===== config.mk =====
export PLATFORM = sky130hd
export DESIGN_NAME = spi_fsm
export DESIGN_NICKNAME = d
export VERILOG_FILES = /design/src/rtl/spi_pkg.sv /design/src/rtl/spi_bit_counter.sv /design/src/rtl/spi_fsm.sv
export SDC_FILE = /design/constraint.sdc
export NUM_CORES = 1
export LEC_CHECK = 0
export BUFFER_PORTS_ARGS = -buffer_cell sky130_fd_sc_hd__buf_2
export CORE_MARGIN = 10
export CORE_UTILIZATION = 30
export DETAILED_ROUTE_END_ITERATION = 16
export SYNTH_ARGS = -nofsm -noshare
export SYNTH_HDL_FRONTEND = slang
export SYNTH_SLANG_ARGS = --single-unit
export TNS_END_PERCENT = 30

===== constraint.sdc =====
create_clock -name clk -period 4.1 [get_ports clk]
set_input_delay 0.82 -clock clk [delete_from_list [all_inputs] [get_ports clk]]
set_output_delay 0.82 -clock clk [all_outputs]
set_load 0.02 [all_outputs]

===== src/rtl/spi_pkg.sv =====
// spi_pkg: shared definitions for the SPI slave sequencing FSM.
//   SPI_WIDTH   - default number of bits per SPI byte
//   spi_state_t - sequencer state encoding
package spi_pkg;

   localparam int SPI_WIDTH = 8;

   typedef enum logic [2:0] {
      IDLE,
      GET_ADDR,
      GOT_ADDR,
      READ_LOAD,
      READ_SEND,
      WRITE_RECV,
      WRITE_STORE,
      DONE
   } spi_state_t;

endpackage


===== src/rtl/spi_bit_counter.sv =====
// spi_bit_counter: counts SCLK edge pulses within one SPI byte.
// Ports:
//   clk   - system clock
//   reset - synchronous active-high reset
//   clear - return count to 0 (wins over inc)
//   inc   - count one edge this cycle
//   last  - this increment is the WIDTH-th edge of the byte
// The count is $clog2(WIDTH)+1 bits wide. The owning FSM clears it in the
// same cycle that last is seen, so the count never goes above WIDTH-1.
module spi_bit_counter
   import spi_pkg::*;
#(
   parameter int WIDTH = SPI_WIDTH
) (
   input  logic clk,
   input  logic reset,
   input  logic clear,
   input  logic inc,
   output logic last
);

   localparam int CW = $clog2(WIDTH) + 1;

   logic [CW-1:0] count;

   always_ff @(posedge clk) begin
      if (reset) begin
         count <= '0;
      end else if (clear) begin
         count <= '0;
      end else if (inc) begin
         count <= count + 1'b1;
      end
   end

   assign last = inc && (count == CW'(WIDTH - 1));

endmodule


===== src/rtl/spi_fsm.sv =====
// spi_fsm: SPI slave transaction sequencer. It receives an address byte
// whose last bit selects read or write. On a read it loads the shift
// register and then drives MISO for one byte. On a write it receives one
// data byte and stores it.
// Ports:
//   clk         - system clock
//   reset       - synchronous active-high reset
//   cs          - conditioned chip select, active low
//   sclkPosEdge - one-cycle pulse on an SCLK rising edge
//   sclkNegEdge - one-cycle pulse on an SCLK falling edge
//   rwBit       - R/W bit from the shift register (1 = read)
//   srWe        - shift register parallel load
//   addrWe      - address latch write enable
//   dmWe        - data memory write enable
//   misoBufe    - MISO tri-state buffer enable
//   abort       - one-cycle pulse when cs is released before the end of a transaction
// Build option: defining SPI_FSM_ABORT_EN enables abort. If the macro is
// not defined, abort is tied to 0.
//
// state       | meaning
// IDLE        | waiting for cs low
// GET_ADDR    | shifting in address + R/W on SCLK rising edges
// GOT_ADDR    | latch address, branch on rwBit
// READ_LOAD   | parallel-load read data into the shift register
// READ_SEND   | drive MISO, count SCLK falling edges
// WRITE_RECV  | shifting in write data on SCLK rising edges
// WRITE_STORE | write the received byte to data memory
// DONE        | byte complete, wait for cs high
module spi_fsm
   import spi_pkg::*;
#(
   parameter int WIDTH = SPI_WIDTH
) (
   input  logic clk,
   input  logic reset,
   input  logic cs,
   input  logic sclkPosEdge,
   input  logic sclkNegEdge,
   input  logic rwBit,
   output logic srWe,
   output logic addrWe,
   output logic dmWe,
   output logic misoBufe,
   output logic abort
);

   spi_state_t state, state_next;
   logic       cnt_clear;
   logic       cnt_inc;
   logic       cnt_last;
`ifdef SPI_FSM_ABORT_EN
   logic       abort_next;
   logic       abort_q;
`endif

   spi_bit_counter #(.WIDTH(WIDTH)) u_bit_counter (
      .clk   (clk),
      .reset (reset),
      .clear (cnt_clear),
      .inc   (cnt_inc),
      .last  (cnt_last)
   );

   always_ff @(posedge clk) begin
      if (reset) begin
         state <= IDLE;
      end else begin
         state <= state_next;
      end
   end

   always_comb begin
      state_next = state;
      cnt_clear  = 1'b0;
      cnt_inc    = 1'b0;
`ifdef SPI_FSM_ABORT_EN
      abort_next = 1'b0;
`endif
      // A cs release takes priority over any SCLK edge pulse in the same cycle.
      if (state != IDLE && cs) begin
         state_next = IDLE;
         cnt_clear  = 1'b1;
`ifdef SPI_FSM_ABORT_EN
         abort_next = (state != DONE);
`endif
      end else begin
         unique case (state)
            IDLE: begin
               if (!cs) begin
                  state_next = GET_ADDR;
                  cnt_clear  = 1'b1;
               end
            end
            GET_ADDR: begin
               cnt_inc = sclkPosEdge;
               if (cnt_last) begin
                  state_next = GOT_ADDR;
                  cnt_clear  = 1'b1;
               end
            end
            GOT_ADDR:    state_next = rwBit ? READ_LOAD : WRITE_RECV;
            READ_LOAD:   state_next = READ_SEND;
            READ_SEND: begin
               cnt_inc = sclkNegEdge;
               if (cnt_last) begin
                  state_next = DONE;
                  cnt_clear  = 1'b1;
               end
            end
            WRITE_RECV: begin
               cnt_inc = sclkPosEdge;
               if (cnt_last) begin
                  state_next = WRITE_STORE;
                  cnt_clear  = 1'b1;
               end
            end
            WRITE_STORE: state_next = DONE;
            DONE:        state_next = DONE;
            default: begin
               state_next = IDLE;
               cnt_clear  = 1'b1;
            end
         endcase
      end
   end

   assign addrWe   = (state == GOT_ADDR);
   assign srWe     = (state == READ_LOAD);
   assign misoBufe = (state == READ_SEND);
   assign dmWe     = (state == WRITE_STORE);

`ifdef SPI_FSM_ABORT_EN
   always_ff @(posedge clk) begin
      if (reset) begin
         abort_q <= 1'b0;
      end else begin
         abort_q <= abort_next;
      end
   end
   assign abort = abort_q;
`else
   assign abort = 1'b0;
`endif

endmodule


==> impl_metrics.ini <==
[logic_synthesis]
syn_inst = 59
yosysWarnings = 0
netlist_area_um2 = 499.2
syn_nets = 66
synth.distinct_cells = 29
synthTopCellsByArea = dfxtp_1 (28%), mux2i_1 (6.0%), nand3_1 (5.0%)
synth_largest_area_cell = dfxtp_1
synth_common_cells = dfxtp_1 (7), nand3_1 (5), nor2_1 (5), nand2_1 (4)
async_flop_share_pct = 0
synth_ff_type = dfxtp_1
yosysMostFrequentCell = dfxtp_1
avgSynthCellArea_um2 = 8.462
ys_seq_area_share_pct = 28.07
synth_seq_cells = 7
synth_top_area_share_pct = 28.07
synth-edff-count = 0

[pwr]
finalPower_uw = 147.3
p_leak_uw = 0.0002329
ir_drop_mv = 0.1440
sequentialPowerShare_pct = 47.8
switching_share_pct = 23.91
p_per_area_nw_per_um2 = 262.1
p_switching_uw = 35.22
power.internal_uw = 112.1
pwr-share-clk_pct = 42.3
pwr-share-comb_pct = 9.9

[setup_path]
path_depth = 3
cp_max_fo = 8
critPathCaptureType = primary output
reg2reg_depth = 4
critPathLaunchType = flip-flop
rr_endpoint = u_bit_counter.count[1]$_SDFFE_PP0P_
reg2reg_slack_ps = 2670
crit_slowest_cell = dfxtp_1
critPathKind = flip-flop to primary output
path_cells = or2b_1, nor2_1, buf_2
crit_family = flip-flops
endpoint = misoBufe
startpoint = state[2]$_SDFFE_PP0P_
critical_path_arrival_ps = 1280
critPathBufInv = 1
critical_path_required_ps = 3280
critical-path-max-stage-delay_ps = 490
rr_startpoint = u_bit_counter.count[0]$_SDFFE_PP0P_

[timing]
fin_tns_setup_ps = 0
worstMarginPinSlew_ps = 605.2
period_minus_slack_ps = 2100
period_share_pct = 51.22
grt_setup_unrepaired = false
fmaxAchievable_ghz = 0.4762
clock-skew-final_ps = 5.349
maxSlewViolCount = 0
setup_ws_ps = 2000
hold_violations = 0
setup_viol = 0
slew_headroom_pct = 59.31

[floorplan]
core_area_um2 = 1541
die_y_um = 60.80
rows = 14
dieArea_um2 = 3696
ios = 11
start_util_pct = 32.39
die_x_um = 60.80

[clock_network]
cts_tree = yes
post-cts-setup-buffer-count = 0
cts.sinks = 7
cts_root_buffer = clkbuf_4
cts_resized = 0
clk_latency_ps = 250
cts.hold.buffers_added = 0
clk_pin_slew_ps = 60
clk_path_buf_depth = 2
h-tree-depth = 1
cts_buffers = 3

[grt]
grt_usage_pct = 6.002
antenna_found_initial = 0
grt-ovfl-total = 0
grt_max_degree = 13
grt_pass1_wl_um = 1787
grt_pass1_vias = 400

[status]
status = completed

[job]
max_cap_violations = 0

[routing]
antenna_left = 0
drt_first_iter_violations = 7
route.detailed.drc = 0
finalWirelength_um = 1052
wire_per_inst_um = 12.52
num_vias = 456
via_per_inst = 5.429
first_pass_iters = 4

[placement]
io_buffers = 9
dp_hpwl_um = 803
place_area_um2 = 535.5
numPlacedInstances = 80
post-place-ws_ps = 2260
place.gp.congestion = 0.7489

[cells_and_area]
design_area_um2 = 561.8
drive_gt1_share_pct = 22.06
fin_nets = 76
multi_input_area_um2 = 319.1
diodes = 0
n_fill_cell = 167
area_delta_synth_final_pct = 12.53
area.sequential_um2 = 140.1
final_cells = 84

[worst_hold_path]
worst_hold_path_type = flip-flop to flip-flop
-- final cells by class --
type | count | area share [%]
sequential | 7 | 24.94
inverter | 3 | 2.004
timing repair buffer | 9 | 8.018
multi-input combinational | 45 | 56.79
tap | 16 | 3.563
clock buffer | 4 | 4.677
-- routing by layer --
layer / GRT usage [%] / up-vias / part of all wire [%]
met2: 8.297 / 10 / 46
met1: 8.014 / 205 / 49
li1: - / 239 / -
met3: 2.714 / 2 / 4.8
met4: 1.881 / 0 / 0.86
met5: 0 / - / 0
-- power groups by stage --
stage	registers, uW	clock network, uW	logic [uW]
global route	70.6	68.2	16.5
floorplan	70.7	0	11.9
CTS	70.4	63.3	14.5
global placement	71.8	0	14.1
detailed placement	71.9	0	14.4
finish	70.4	62.3	14.6
-- tightest hold or removal path: stages (launching register included) --
cell and delay, ps:
dfxtp_1 330, nand2_1 60, a31oi_1 60
-- state kept, by name, summed over array words and instances, names as in the netlist --
signal and count:
state 3, u_bit_counter.count 4
-- per-stage QoR --
step / hold WS, ps / utilization, %
2_1_floorplan: 469.6 / -
3_3_place_gp: 510.5 / 34.74
3_5_place_dp: 502.9 / 34.74
4_1_cts: 510.4 / 36.44
5_1_grt: 534.7 / 36.44
6_report: 508.3 / 36.44
-- placed cells by master (no fill, tap or decap), types with 2 or more instances in the layout --
cell type,netlist,routed
nand4b_1,2,2
nand2_1,4,4
nand3_1,5,5
buf_2,2,9
nor3_1,3,3
mux2i_1,3,3
inv_1,3,3
clkbuf_4,0,3
a31oi_1,2,2
nor2_1,5,5
a2111o_1,2,2
a211oi_1,3,3
dfxtp_1,7,7
nand3b_1,2,2
-- worst min-delay path by stage --
stage                                         from                             endpoint  slack, ps  cells after the start
2_1_floorplan  u_bit_counter.count[1]$_SDFFE_PP0P_  u_bit_counter.count[1]$_SDFFE_PP0P_        470                      2
6_report       u_bit_counter.count[1]$_SDFFE_PP0P_  u_bit_counter.count[1]$_SDFFE_PP0P_        510                      2
5_1_grt        u_bit_counter.count[1]$_SDFFE_PP0P_  u_bit_counter.count[1]$_SDFFE_PP0P_        530                      2
3_3_place_gp   u_bit_counter.count[1]$_SDFFE_PP0P_  u_bit_counter.count[1]$_SDFFE_PP0P_        510                      2
3_5_place_dp   u_bit_counter.count[1]$_SDFFE_PP0P_  u_bit_counter.count[1]$_SDFFE_PP0P_        500                      2
4_1_cts        u_bit_counter.count[1]$_SDFFE_PP0P_  u_bit_counter.count[1]$_SDFFE_PP0P_        510                      2
-- cells by family after synthesis --
family,count (synthesis),synth area share [%]
DFF,7,28.07
AOI/OAI and AO/OA,12,20.05
other,1,0.7512
buffers and inverters,7,8.020
and+or+nand+nor,28,34.59
muxes,3,6.015
adders and majority gates,1,2.506
(Power assumes the default switching activity.)
